**src/rtl/spi_xfer_sched.sv**
```systemverilog
// spi_xfer_sched: arbitrates two transfer requesters onto one SPI byte shift
// engine, walking TX/RX buffers and driving the matching chip select.
module spi_xfer_sched #(
  parameter int unsigned BUF_AW = 9
) (
  input  logic              FastClk,
  input  logic              Reset,
  input  logic              Req0Start,
  input  logic              Req1Start,
  input  logic [BUF_AW-1:0] Req0Len,
  input  logic [BUF_AW-1:0] Req1Len,
  input  logic [1:0]        Req0Dev,
  input  logic [1:0]        Req1Dev,
  input  logic [1:0]        Req0Mode,
  input  logic [1:0]        Req1Mode,
  input  logic              Req0Abort,
  output logic              Busy,
  output logic              Owner,
  output logic [1:0]        Done,
  output logic              Aborted,
  output logic [BUF_AW-1:0] TxAddr,
  input  logic [7:0]        TxData,
  output logic [BUF_AW-1:0] RxAddr,
  output logic [7:0]        RxData,
  output logic              RxWe,
  output logic              ShiftStart,
  output logic [7:0]        ShiftOut,
  input  logic [7:0]        ShiftIn,
  input  logic              ShiftDone,
  output logic              nFlashSel,
  output logic              nMCUSel,
  output logic              nTFSel
);

  localparam logic [1:0] MODE_WR = 2'd0;
  localparam logic [1:0] MODE_RD = 2'd1;

  typedef enum logic [2:0] {
    IDLE  = 3'd0,
    SEL   = 3'd1,
    FETCH = 3'd2,
    SHIFT = 3'd3,
    STORE = 3'd4,
    DESEL = 3'd5
  } state_t;

  state_t            r_state, w_state_nx;
  logic              r_pend0, w_pend0_nx;
  logic              r_pend1, w_pend1_nx;
  logic              r_last, w_last_nx;
  logic              r_owner, w_owner_nx;
  logic [BUF_AW-1:0] r_len, w_len_nx;
  logic [BUF_AW-1:0] r_cnt, w_cnt_nx;
  logic [1:0]        r_mode, w_mode_nx;
  logic              r_abort, w_abort_nx;
  logic              r_busy, w_busy_nx;
  logic [1:0]        r_done, w_done_nx;
  logic              r_aborted, w_aborted_nx;
  logic              r_rx_we, w_rx_we_nx;
  logic [BUF_AW-1:0] r_rx_addr, w_rx_addr_nx;
  logic [7:0]        r_rx_data, w_rx_data_nx;
  logic              r_shift_start, w_shift_start_nx;
  logic [2:0]        r_sel_n, w_sel_n_nx;  // {TF, MCU, Flash}, active low

  logic              w_active;
  logic              w_idle_abort;
  logic              w_pend0_eff;
  logic              w_grant0;
  logic              w_grant1;
  logic              w_abort_req;
  logic              w_abort_any;
  logic [BUF_AW-1:0] w_req_len;
  logic [1:0]        w_req_dev;
  logic [1:0]        w_req_mode;

  // One-hot active-low select for a device code; code 0 selects nothing.
  function automatic logic [2:0] sel_decode(input logic [1:0] dev);
    logic [2:0] sel_n;
    case (dev)
      2'd1:    sel_n = 3'b110;
      2'd2:    sel_n = 3'b101;
      2'd3:    sel_n = 3'b011;
      default: sel_n = 3'b111;
    endcase
    return sel_n;
  endfunction

  // Arbitration: an abort seen in IDLE kills a pending request 0 before it
  // can be granted; on contention the requester not served last wins.
  assign w_active     = (r_state != IDLE);
  assign w_idle_abort = ~w_active & Req0Abort;
  assign w_pend0_eff  = r_pend0 & ~w_idle_abort;
  assign w_grant0     = ~w_active & w_pend0_eff & (~r_pend1 | r_last);
  assign w_grant1     = ~w_active & r_pend1 & (~w_pend0_eff | ~r_last);
  assign w_abort_req  = Req0Abort & ~r_owner & w_active;
  assign w_abort_any  = r_abort | w_abort_req;
  assign w_req_len    = w_grant1 ? Req1Len  : Req0Len;
  assign w_req_dev    = w_grant1 ? Req1Dev  : Req0Dev;
  assign w_req_mode   = w_grant1 ? Req1Mode : Req0Mode;

  // State and output registers.
  always_ff @(posedge FastClk) begin
    if (Reset) begin
      r_state       <= IDLE;
      r_pend0       <= 1'b0;
      r_pend1       <= 1'b0;
      r_last        <= 1'b1;
      r_owner       <= 1'b0;
      r_len         <= '0;
      r_cnt         <= '0;
      r_mode        <= MODE_WR;
      r_abort       <= 1'b0;
      r_busy        <= 1'b0;
      r_done        <= 2'b00;
      r_aborted     <= 1'b0;
      r_rx_we       <= 1'b0;
      r_rx_addr     <= '0;
      r_rx_data     <= 8'h00;
      r_shift_start <= 1'b0;
      r_sel_n       <= 3'b111;
    end else begin
      r_state       <= w_state_nx;
      r_pend0       <= w_pend0_nx;
      r_pend1       <= w_pend1_nx;
      r_last        <= w_last_nx;
      r_owner       <= w_owner_nx;
      r_len         <= w_len_nx;
      r_cnt         <= w_cnt_nx;
      r_mode        <= w_mode_nx;
      r_abort       <= w_abort_nx;
      r_busy        <= w_busy_nx;
      r_done        <= w_done_nx;
      r_aborted     <= w_aborted_nx;
      r_rx_we       <= w_rx_we_nx;
      r_rx_addr     <= w_rx_addr_nx;
      r_rx_data     <= w_rx_data_nx;
      r_shift_start <= w_shift_start_nx;
      r_sel_n       <= w_sel_n_nx;
    end
  end

  // Next-state, pending-flag and registered-output logic.
  always_comb begin
    w_state_nx       = r_state;
    w_last_nx        = r_last;
    w_owner_nx       = r_owner;
    w_len_nx         = r_len;
    w_cnt_nx         = r_cnt;
    w_mode_nx        = r_mode;
    w_abort_nx       = w_abort_any;
    w_busy_nx        = r_busy;
    w_done_nx        = 2'b00;
    w_aborted_nx     = 1'b0;
    w_rx_we_nx       = 1'b0;
    w_rx_addr_nx     = r_rx_addr;
    w_rx_data_nx     = r_rx_data;
    w_shift_start_nx = 1'b0;
    w_sel_n_nx       = r_sel_n;

    // A Start for a requester that is already pending or being served is dropped.
    w_pend0_nx = r_pend0 | (Req0Start & ~(w_active & ~r_owner));
    w_pend1_nx = r_pend1 | (Req1Start & ~(w_active & r_owner));
    if (w_grant0 || w_idle_abort) w_pend0_nx = 1'b0;
    if (w_grant1)                 w_pend1_nx = 1'b0;

    case (r_state)
      IDLE: begin
        w_abort_nx = 1'b0;
        if (w_grant0 || w_grant1) begin
          w_owner_nx = w_grant1;
          w_last_nx  = w_grant1;
          w_len_nx   = w_req_len;
          w_mode_nx  = w_req_mode;
          w_cnt_nx   = '0;
          w_busy_nx  = 1'b1;
          w_sel_n_nx = sel_decode(w_req_dev);
          w_state_nx = SEL;
        end
      end
      SEL: begin
        w_state_nx = FETCH;
      end
      FETCH: begin
        w_shift_start_nx = 1'b1;
        w_state_nx       = SHIFT;
      end
      SHIFT: begin
        if (ShiftDone) begin
          w_rx_we_nx   = (r_mode != MODE_WR);
          w_rx_addr_nx = r_cnt;
          w_rx_data_nx = ShiftIn;
          w_state_nx   = STORE;
        end
      end
      STORE: begin
        if ((r_cnt == r_len) || w_abort_any) begin
          w_state_nx = DESEL;
        end else begin
          w_cnt_nx   = r_cnt + BUF_AW'(1);
          w_state_nx = FETCH;
        end
      end
      DESEL: begin
        w_done_nx[r_owner] = 1'b1;
        w_aborted_nx       = ~r_owner & w_abort_any;
        w_abort_nx         = 1'b0;
        w_busy_nx          = 1'b0;
        w_sel_n_nx         = 3'b111;
        w_state_nx         = IDLE;
      end
      default: begin
        w_busy_nx  = 1'b0;
        w_sel_n_nx = 3'b111;
        w_state_nx = IDLE;
      end
    endcase
  end

  // TxData lands one cycle after TxAddr, i.e. in the first SHIFT cycle, so
  // ShiftOut passes it straight through to line up with ShiftStart.
  assign ShiftOut   = (r_mode == MODE_RD) ? 8'hFF : TxData;

  assign Busy       = r_busy;
  assign Owner      = r_owner;
  assign Done       = r_done;
  assign Aborted    = r_aborted;
  assign TxAddr     = r_cnt;
  assign RxAddr     = r_rx_addr;
  assign RxData     = r_rx_data;
  assign RxWe       = r_rx_we;
  assign ShiftStart = r_shift_start;
  assign nFlashSel  = r_sel_n[0];
  assign nMCUSel    = r_sel_n[1];
  assign nTFSel     = r_sel_n[2];

endmodule
```
**config.mk**
```make
export PLATFORM = sky130hd
export DESIGN_NAME = spi_xfer_sched
export DESIGN_NICKNAME = d
export VERILOG_FILES = /design/src/rtl/spi_xfer_sched.sv
export SDC_FILE = /design/constraint.sdc
export NUM_CORES = 1
export LEC_CHECK = 0
export ABC_AREA = 1
export CAP_MARGIN = 20
export CORE_UTILIZATION = 40
export DETAILED_ROUTE_END_ITERATION = 8
export PLACE_DENSITY = 0.75
export SYNTH_ARGS = -nofsm -noshare
export SYNTH_HDL_FRONTEND = slang
export SYNTH_SLANG_ARGS = --single-unit
```
**constraint.sdc**
```tcl
create_clock -name FastClk -period 1.52 [get_ports FastClk]
set_input_delay 0.304 -clock FastClk [delete_from_list [all_inputs] [get_ports FastClk]]
set_output_delay 0.304 -clock FastClk [all_outputs]
set_load 0.1 [all_outputs]
```
; ---- After elaboration in Yosys (flattened, before gate mapping)
; Index checks and enable logic that the tools add are counted.
[totals]
register_bits = 54
output_inout_bits = 44
elab_cells = 101
[op_classes]
add_sub_neg = 1
order_cmp = 2
n_eq_ne = 13
mux = 19
bitwise_logic = 30
reduce_logical = 19
[ops]
columns = op, n
row1 = 9-bit two-way mux, 3
row2 = 9-bit one-hot mux with 2 select lines, 1
row3 = 3-bit one-hot mux with 5 select lines, 1
row4 = 1-bit bitwise AND, 13
row5 = 3-bit two-way mux, 4
row6 = 1-bit NOT, 12
row7 = "9-bit by 1-bit adder with 9-bit output, second input constant", 1
row8 = 9-bit == test, 1
row9 = 3-bit one-hot mux with 3 select lines, 1
row10 = 8-bit two-way mux, 1
row11 = 2-bit AND reduction, 4
row12 = "3-bit by 2-bit == test with 1-bit output, second input constant", 2
row13 = "3-bit == test, second input constant", 2
row14 = "2-bit != test, second input constant", 3
row15 = 3-bit one-hot mux with 2 select lines, 1
row16 = 2-bit OR reduction, 3
row17 = 3-bit OR reduction, 2
row18 = 1-bit bitwise OR, 5
row19 = "2-bit by 1-bit == test with 1-bit output, second input constant", 2
row20 = "2-bit == test, second input constant", 2
row21 = 2-bit two-way mux, 2
row22 = 2-bit nonzero test, 2
row23 = 4-bit OR reduction, 1
row24 = "3-bit by 1-bit == test with 1-bit output, second input constant", 1
row25 = 10 further kinds, 14

; ---- Logic depth before layout (Yosys ltp)
; Gate-level depths: netlist (run 1).
[depth]
ltp_word = 13
mapped_depth = 13
depth_no_buf = 12

; ---- Worst setup path before layout (run 1)
; Ideal clock, no wire load.
[synth_path]
path_kind = reg-to-reg
start = register r_cnt[1], in the netlist TxAddr[1]
end = register r_cnt[8], in the netlist TxAddr[8]
setup_time_ns = 0.119
arrival_time_ns = 2.186
required_time_ns = 1.401
setup_slack_ns = -0.786
stages_incl_launch_ff = 11
cell_sequence = dfxtp_1 > ha_1 > nand3_1 > nor2_1 > nand2_1 > nor2_1 > nand3_1 > nand3_1 > nand3_1 > nand2_1 > nor2_1
[synth_between]
elab_chain_cells = 4
[synth_lines]
columns = item, line_no
row1 = from (decl), 53  ; logic [BUF_AW-1:0] r_cnt, w_cnt_nx;
row2 = from (signal assigned), 128  ; r_cnt <= w_cnt_nx;
row3 = branches (longest 4 deep; another with 9-bit by 1-bit adder with 9-bit output), --
; Several ways; the timed one is not identified. The select of a mux whose other input is x is not followed.
; A chain may end at the register's enable or synchronous reset.

; ---- Final worst setup path (run 1)
[layout_path]
start = register r_state[0]
end = register r_cnt[4], in the netlist TxAddr[4]
[layout_between]
elab_chain_cells = 11
[layout_lines]
columns = item, line_no
row1 = from (decl), 47  ; state_t r_state, w_state_nx;
row2 = from (signal assigned), 122  ; r_state <= w_state_nx;
row3 = 3-bit nonzero test, 90  ; assign w_active = (r_state != IDLE);
row4 = 1-bit NOT, "91, 93, 94"
row5 = 1-bit bitwise AND, 91  ; assign w_idle_abort = ~w_active & Req0Abort;
row6 = 1-bit NOT, 92  ; assign w_pend0_eff = r_pend0 & ~w_idle_abort;
row7 = 1-bit bitwise AND, 92
row8 = 1-bit NOT, 94  ; assign w_grant1 = ~w_active & r_pend1 & (~w_pend0_eff | ~r_last);
row9 = 1-bit bitwise OR, 94
row10 = 1-bit bitwise AND, 94
row11 = 1-bit logical OR, 169  ; if (w_grant0 || w_grant1) begin
row12 = 2-bit != test (no line), --
row13 = 3-bit AND reduction (no line), --
; Several ways; a longest one is shown, not always the timed one.

==> results.cfg, run 1 <==
[floorplanning]
die_w_microns = 84.3
core.rowCount = 29
fp.dieH_microns = 84.3
core_sq_um = 6460
die_area_sq_um = 7100
io-pin-count = 92
initial_core_util = 0.419

[worst_setup_path]
crit_cells = 12
crit_type = reg2reg
path_max_fanout = 6
slowest_stage = dfxtp_2
critPathRequiredTime_ns = 1.75
r2r_cells = 12
cp-start-kind = register
critical_path_buf_inv_count = 4
cp-end-kind = register
slowest_delay_ns = 0.35
crit_family = simple AND/OR/NAND/NOR gates
cp.arrival_ns = 1.78
path_cells = inv_2 -> nand2_4 -> nor2_8 -> nand3b_4 -> nand2_4 -> inv_2 -> nand2_2 -> nand2_2 -> inv_4 -> buf_6 -> nand3_2 -> a21oi_2

[power_and_ir_drop]
swShare = 0.466
power.density_nw_per_um2 = 1580
p_int_mw = 4.00
p_comb_frac = 0.625
netSwitchingPower_mw = 3.49
power_mw = 7.49
ir_drop_mv = 1.10
pwr-share-seq = 0.265
power.leakage_nw = 2.06
clock_power_share = 0.110

[clock_network]
worst_skew_pair.late_latency_ns = 0.30
clock_sinks = 54
numCtsBuffers = 5
clockBufferDepth = 2
cts_hold_buf = 0
h-tree-depth = 2
cts_tree = built
path_clk_slew_ns = 0.09
clock-root-buffer = clkbuf_8

[sta]
maxSlewViolCount = 0
layout_setup_ws_ns = -0.0315
rsz0062_at_grt = yes
maxSlewHeadroom = 0.774
finalSetupViolCount = 5
fin_crit_ns = 1.55
finalHoldWorstSlack_ns = 0.487
fin_crit_sh = 1.02
worstMarginPinSlew_ns = 0.339
finalHoldViolCount = 0
skew_ns = 0.00547
max_freq_ghz = 0.645

[placement]
dp_hpwl_mm = 5.71
numPortBuffers = 91
placed_area_sq_um = 4460
placed_cells = 570
place.gp.congestion = 0.884

[drt]
firstDrtPassIters = 8
route.met3.wl_microns = 259
post_drt_wl_per_cell_microns = 13.4
drc = 6
highest_layer = met4
met1_length_mm = 3.28
wl_met2_mm = 4.17
postRouteAntennaNets = 0
routed_via_density = 5.07
routed_wl_mm = 7.89
via_count = 2989
drt_iter0_drc = 109

[global_route]
antenna_found_initial = 0
grt_start_max_net_pins = 29
grt_pass1_vias = 2767
grt_overflow = 0
grtUsageTotal = 0.218
grt_pass1_wl_mm = 12.8

[cells_and_area]
area_delta_synth_final_pct = 74.5
layout_commonest_cell = nand2_1
final_util = 0.732
layout.nets = 560
fill_cells = 485
ff_latch_area_sq_um = 1120
layout_common_cells = nand2_1, buf_12, clkdlybuf4s50_1
stdcell_count = 589
final_cell_area_sq_um = 4730
drive_above_1_share = 0.316
multi_input_area_sq_um = 1460
antenna_cells = 0

[status]
outcome = finished with violations
violations = design-rule violations, negative setup slack

[logic_synthesis]
netlist_instances = 386
synth.distinct_cells = 32
yosys_warnings = 0
netlist_area_sq_um = 2710
synth-seq-area-share = 0.399
syn_area_per_cell_sq_um = 7.02
ys_seq_elements = 54
syn_nets = 435

[min_path]
hold_path_class = reg2reg
holdPathStages = 1

[flow_run]
cap_violations = 0
[cell usage after synthesis (all sizes together)]
cell type  instances  share of area
nor3b              2         0.0055
nor4               1         0.0023
nand3             51           0.10
dfxtp             54           0.40
a31oi              1         0.0079
inv               50          0.069
nor2              23          0.041
or2                1         0.0023
nand2            115           0.17
nor3               8          0.015
buf                9          0.022
nand3b             1         0.0074
clkbuf            11          0.016
o21bai             1         0.0028
clkinv             1         0.0018
xnor2              4          0.013
o211ai            11          0.030
nand4              2         0.0046
xor2               3         0.0097
a21oi             33          0.067
o21ai              3         0.0055
ha                 1         0.0046
[through the flow]
step / setup WS [ns] / setup TNS (ns)
floorplan: -0.112 / -0.886
global placement: -0.216 / -4.07
detailed placement: -0.294 / -4.54
finish: -0.0315 / -0.0819
CTS: -0.0387 / -0.0697
global route: -0.131 / -1.83
[cell families after synthesis]
kind of cell / synth area share
xor gates and xnor gates: 0.0226
and+or+nand+nor: 0.352
adders and majority gates: 0.00462
buffers and inverters: 0.109
AOI/OAI and AO/OA: 0.113
DFF: 0.399
[final cells by class]
type / count / share of cell area
clock buffers: 7 / 0.0183
flip-flops and latches: 54 / 0.237
multi-input cells: 262 / 0.309
inverters: 51 / 0.0416
well taps: 77 / 0.0204
repair buffers: 137 / 0.373
clock inverters: 1 / 0.00106
[power groups by stage]
stage / clock network (mW) / logic (mW) / registers [mW]
floorplan: 0 / 2.15 / 2.58
global placement: 0 / 4.14 / 1.99
detailed placement: 0 / 4.24 / 2.00
CTS: 0.839 / 4.38 / 1.97
global route: 0.908 / 4.98 / 2.02
finish: 0.824 / 4.68 / 1.99
[routing by layer]
| metal | vias to the layer above | GRT usage |
|---|---|---|
| met3 | 18 | 0.0295 |
| li1 | 1485 | - |
| met4 | 0 | 0.0737 |
| met1 | 1398 | 0.258 |
| met5 | - | 0 |
| met2 | 88 | 0.405 |
[path summary, 6_finish.rpt]
path	slack (ns)	end	from
worst min register to register	0.49	Done[0]	Owner
worst max-delay path	-0.03	TxAddr[4]	r_state[0]
worst max register to register	-0.03	TxAddr[4]	r_state[0]
worst min-delay path	0.49	Done[0]	Owner
[repair_timing]
item,in CTS,in global routing
pin swaps,6,6
gates cloned,0,1
setup endpoints to repair,19,48
gates resized for setup,14,15
buffers inserted,5,5
hold endpoints to repair,0,0
[state kept, by name, indices dropped and copies added (netlist names)]
register	count
r_pend1	1
Aborted	1
r_abort	1
RxWe	1
ShiftStart	1
r_pend0	1
r_state	3
TxAddr	9
RxAddr	9
RxData	8
Done	2
Owner	1
r_last	1
r_sel_n	3
Busy	1
r_len	9
r_mode	2
Power figures use the tool's default switching activity.
==> run 2, diff against run 1 <==
--- a/config.mk
+++ b/config.mk
@@ -10,6 +10,8 @@
 export CORE_UTILIZATION = 40
 export DETAILED_ROUTE_END_ITERATION = 8
 export PLACE_DENSITY = 0.75
+export REMOVE_ABC_BUFFERS = 1
 export SYNTH_ARGS = -nofsm -noshare
 export SYNTH_HDL_FRONTEND = slang
 export SYNTH_SLANG_ARGS = --single-unit
+export TNS_END_PERCENT = 1
==> run 2 against run 1 <==
Effect of this change: sequential share of layout area is 0.74 points lower; setup slack worse by 0.19 ns; via count is 3.5% higher; clock-buffer cell count is 1 lower; power is 2.4% higher; the run still ends with design-rule violations, negative setup slack left; cell count is 0.68% higher; core utilization is 0.41 points higher; sequential power hardly changed; critical endpoint is now TxAddr[0]; fmax is 11% lower; die area stayed put.
==> results.cfg, run 2 (synthesized netlist as in run 1, its figures left out) <==
[floorplanning]
initial_core_util = 0.419
io-pin-count = 92
die_area_sq_um = 7100
core_sq_um = 6460
fp.dieH_microns = 84.3
die_w_microns = 84.3
core.rowCount = 29

[drt]
via_count = 3095
firstDrtPassIters = 6
routed_wl_mm = 8.72
post_drt_wl_per_cell_microns = 14.7
postRouteAntennaNets = 0
routed_via_density = 5.22
drt_iter0_drc = 244
drc = 6

[worst_setup_path]
cp.arrival_ns = 1.97
r2r_setup_slack_ns = -0.23
cp-end-kind = register
path_max_fanout = 5
crit_type = reg2reg
cp-start-kind = register
critPathRequiredTime_ns = 1.74

[placement]
dp_hpwl_mm = 5.70
numPortBuffers = 91
placed_area_sq_um = 4410
dp_slack_ns = -0.307
place.gp.congestion = 0.826

[global_route]
antenna_found_initial = 0
grt_pass1_vias = 2927
use_met3 = 0.0413
grt_start_max_net_pins = 25
grt_use_met2 = 0.411
met1_usage = 0.244
grt_overflow = 0
busiest_layer = met2
grt_pass1_wl_mm = 12.8
grtUsageTotal = 0.220

[sta]
layout_setup_ws_ns = -0.225
fin_crit_sh = 1.15
rsz0062_at_grt = yes
finalSetupViolCount = 14
skew_ns = 0.0110
finalHoldWorstSlack_ns = 0.501
maxSlewHeadroom = 0.771
max_freq_ghz = 0.573
finalHoldViolCount = 0
maxSlewViolCount = 0
worstMarginPinSlew_ns = 0.341
fin_crit_ns = 1.75
fin_setup_tns_ns = -1.79

[cells_and_area]
multi_input_area_sq_um = 1500
ff_latch_area_sq_um = 1090
layout_common_cells = nand2_1, dfxtp_1, clkdlybuf4s50_1
layout_commonest_cell = nand2_1
area_delta_synth_final_pct = 75.5
final_cell_area_sq_um = 4750
layout.nets = 564
drive_above_1_share = 0.320
fill_cells = 469
antenna_cells = 0

[power_and_ir_drop]
ir_drop_mv = 1.11
power.density_nw_per_um2 = 1610
power.leakage_nw = 2.08
power_mw = 7.66

[clock_network]
clock_sinks = 54
worst_skew_pair.late_latency_ns = 0.31
path_clk_slew_ns = 0.09
cts_tree = built
h-tree-depth = 2
numCtsBuffers = 5
cts_hold_buf = 0
clock-root-buffer = clkbuf_8
clockBufferDepth = 2

[min_path]
hold_path_class = reg2reg

[status]
outcome = finished with violations
violations = design-rule violations, negative setup slack

[flow_run]
cap_violations = 0
run 2: critical path, cell delays in order, from the launching register on:
cell	delay (ns)
dfxtp_4	0.38
buf_6	0.13
inv_2	0.05
nand2_1	0.06
nand2_1	0.11
nand2_2	0.07
nor2_2	0.12
nand3_2	0.13
nand2_4	0.12
nand2_4	0.09
buf_6	0.14
nand3_2	0.04
nand2_1	0.06
nor2_1	0.17
run 2: through the flow:
stage	cells	util
final	593	0.736
after global routing	593	0.736
after CTS	588	0.706
after detailed placement	577	0.682
after global placement	577	0.682
after floorplan	366	-
run 2: worst paths after layout:
check	start	to	cells after the start
worst min register to register	RxData[2]	RxData[2]	2
worst max register to register	TxAddr[0]	TxAddr[0]	13
worst min-delay path	RxData[2]	RxData[2]	2
worst max-delay path	TxAddr[0]	TxAddr[0]	13
run 2: area by class of cell:
| class | instances | area share |
|---|---|---|
| clock inverters | 2 | 0.00263 |
| well taps | 77 | 0.0203 |
| flip-flops and latches | 54 | 0.230 |
| multi-input cells | 262 | 0.316 |
| repair buffers | 141 | 0.373 |
| inverters | 51 | 0.0405 |
| clock buffers | 6 | 0.0174 |
run 2: power breakdown:
part,internal (mW),leakage [nW],switching (mW),total (mW)
Combinational,1.95,1.59,2.90,4.85
Sequential,1.69,0.443,0.277,1.97
Clock,0.367,0.0472,0.479,0.847
run 2: layer usage:
metal	routed length, microns	vias up
li1	-	1485
met1	3320	1440
met2	4630	138
met3	463	32
met4	303	0
met5	0	-
run 2: what timing repair did:
action | in CTS | in global routing
buffers inserted | 3 | 4
endpoints found under the setup margin | 31 | 33
pin swaps | 3 | 14
cloned | 0 | 1
resized for setup | 15 | 36
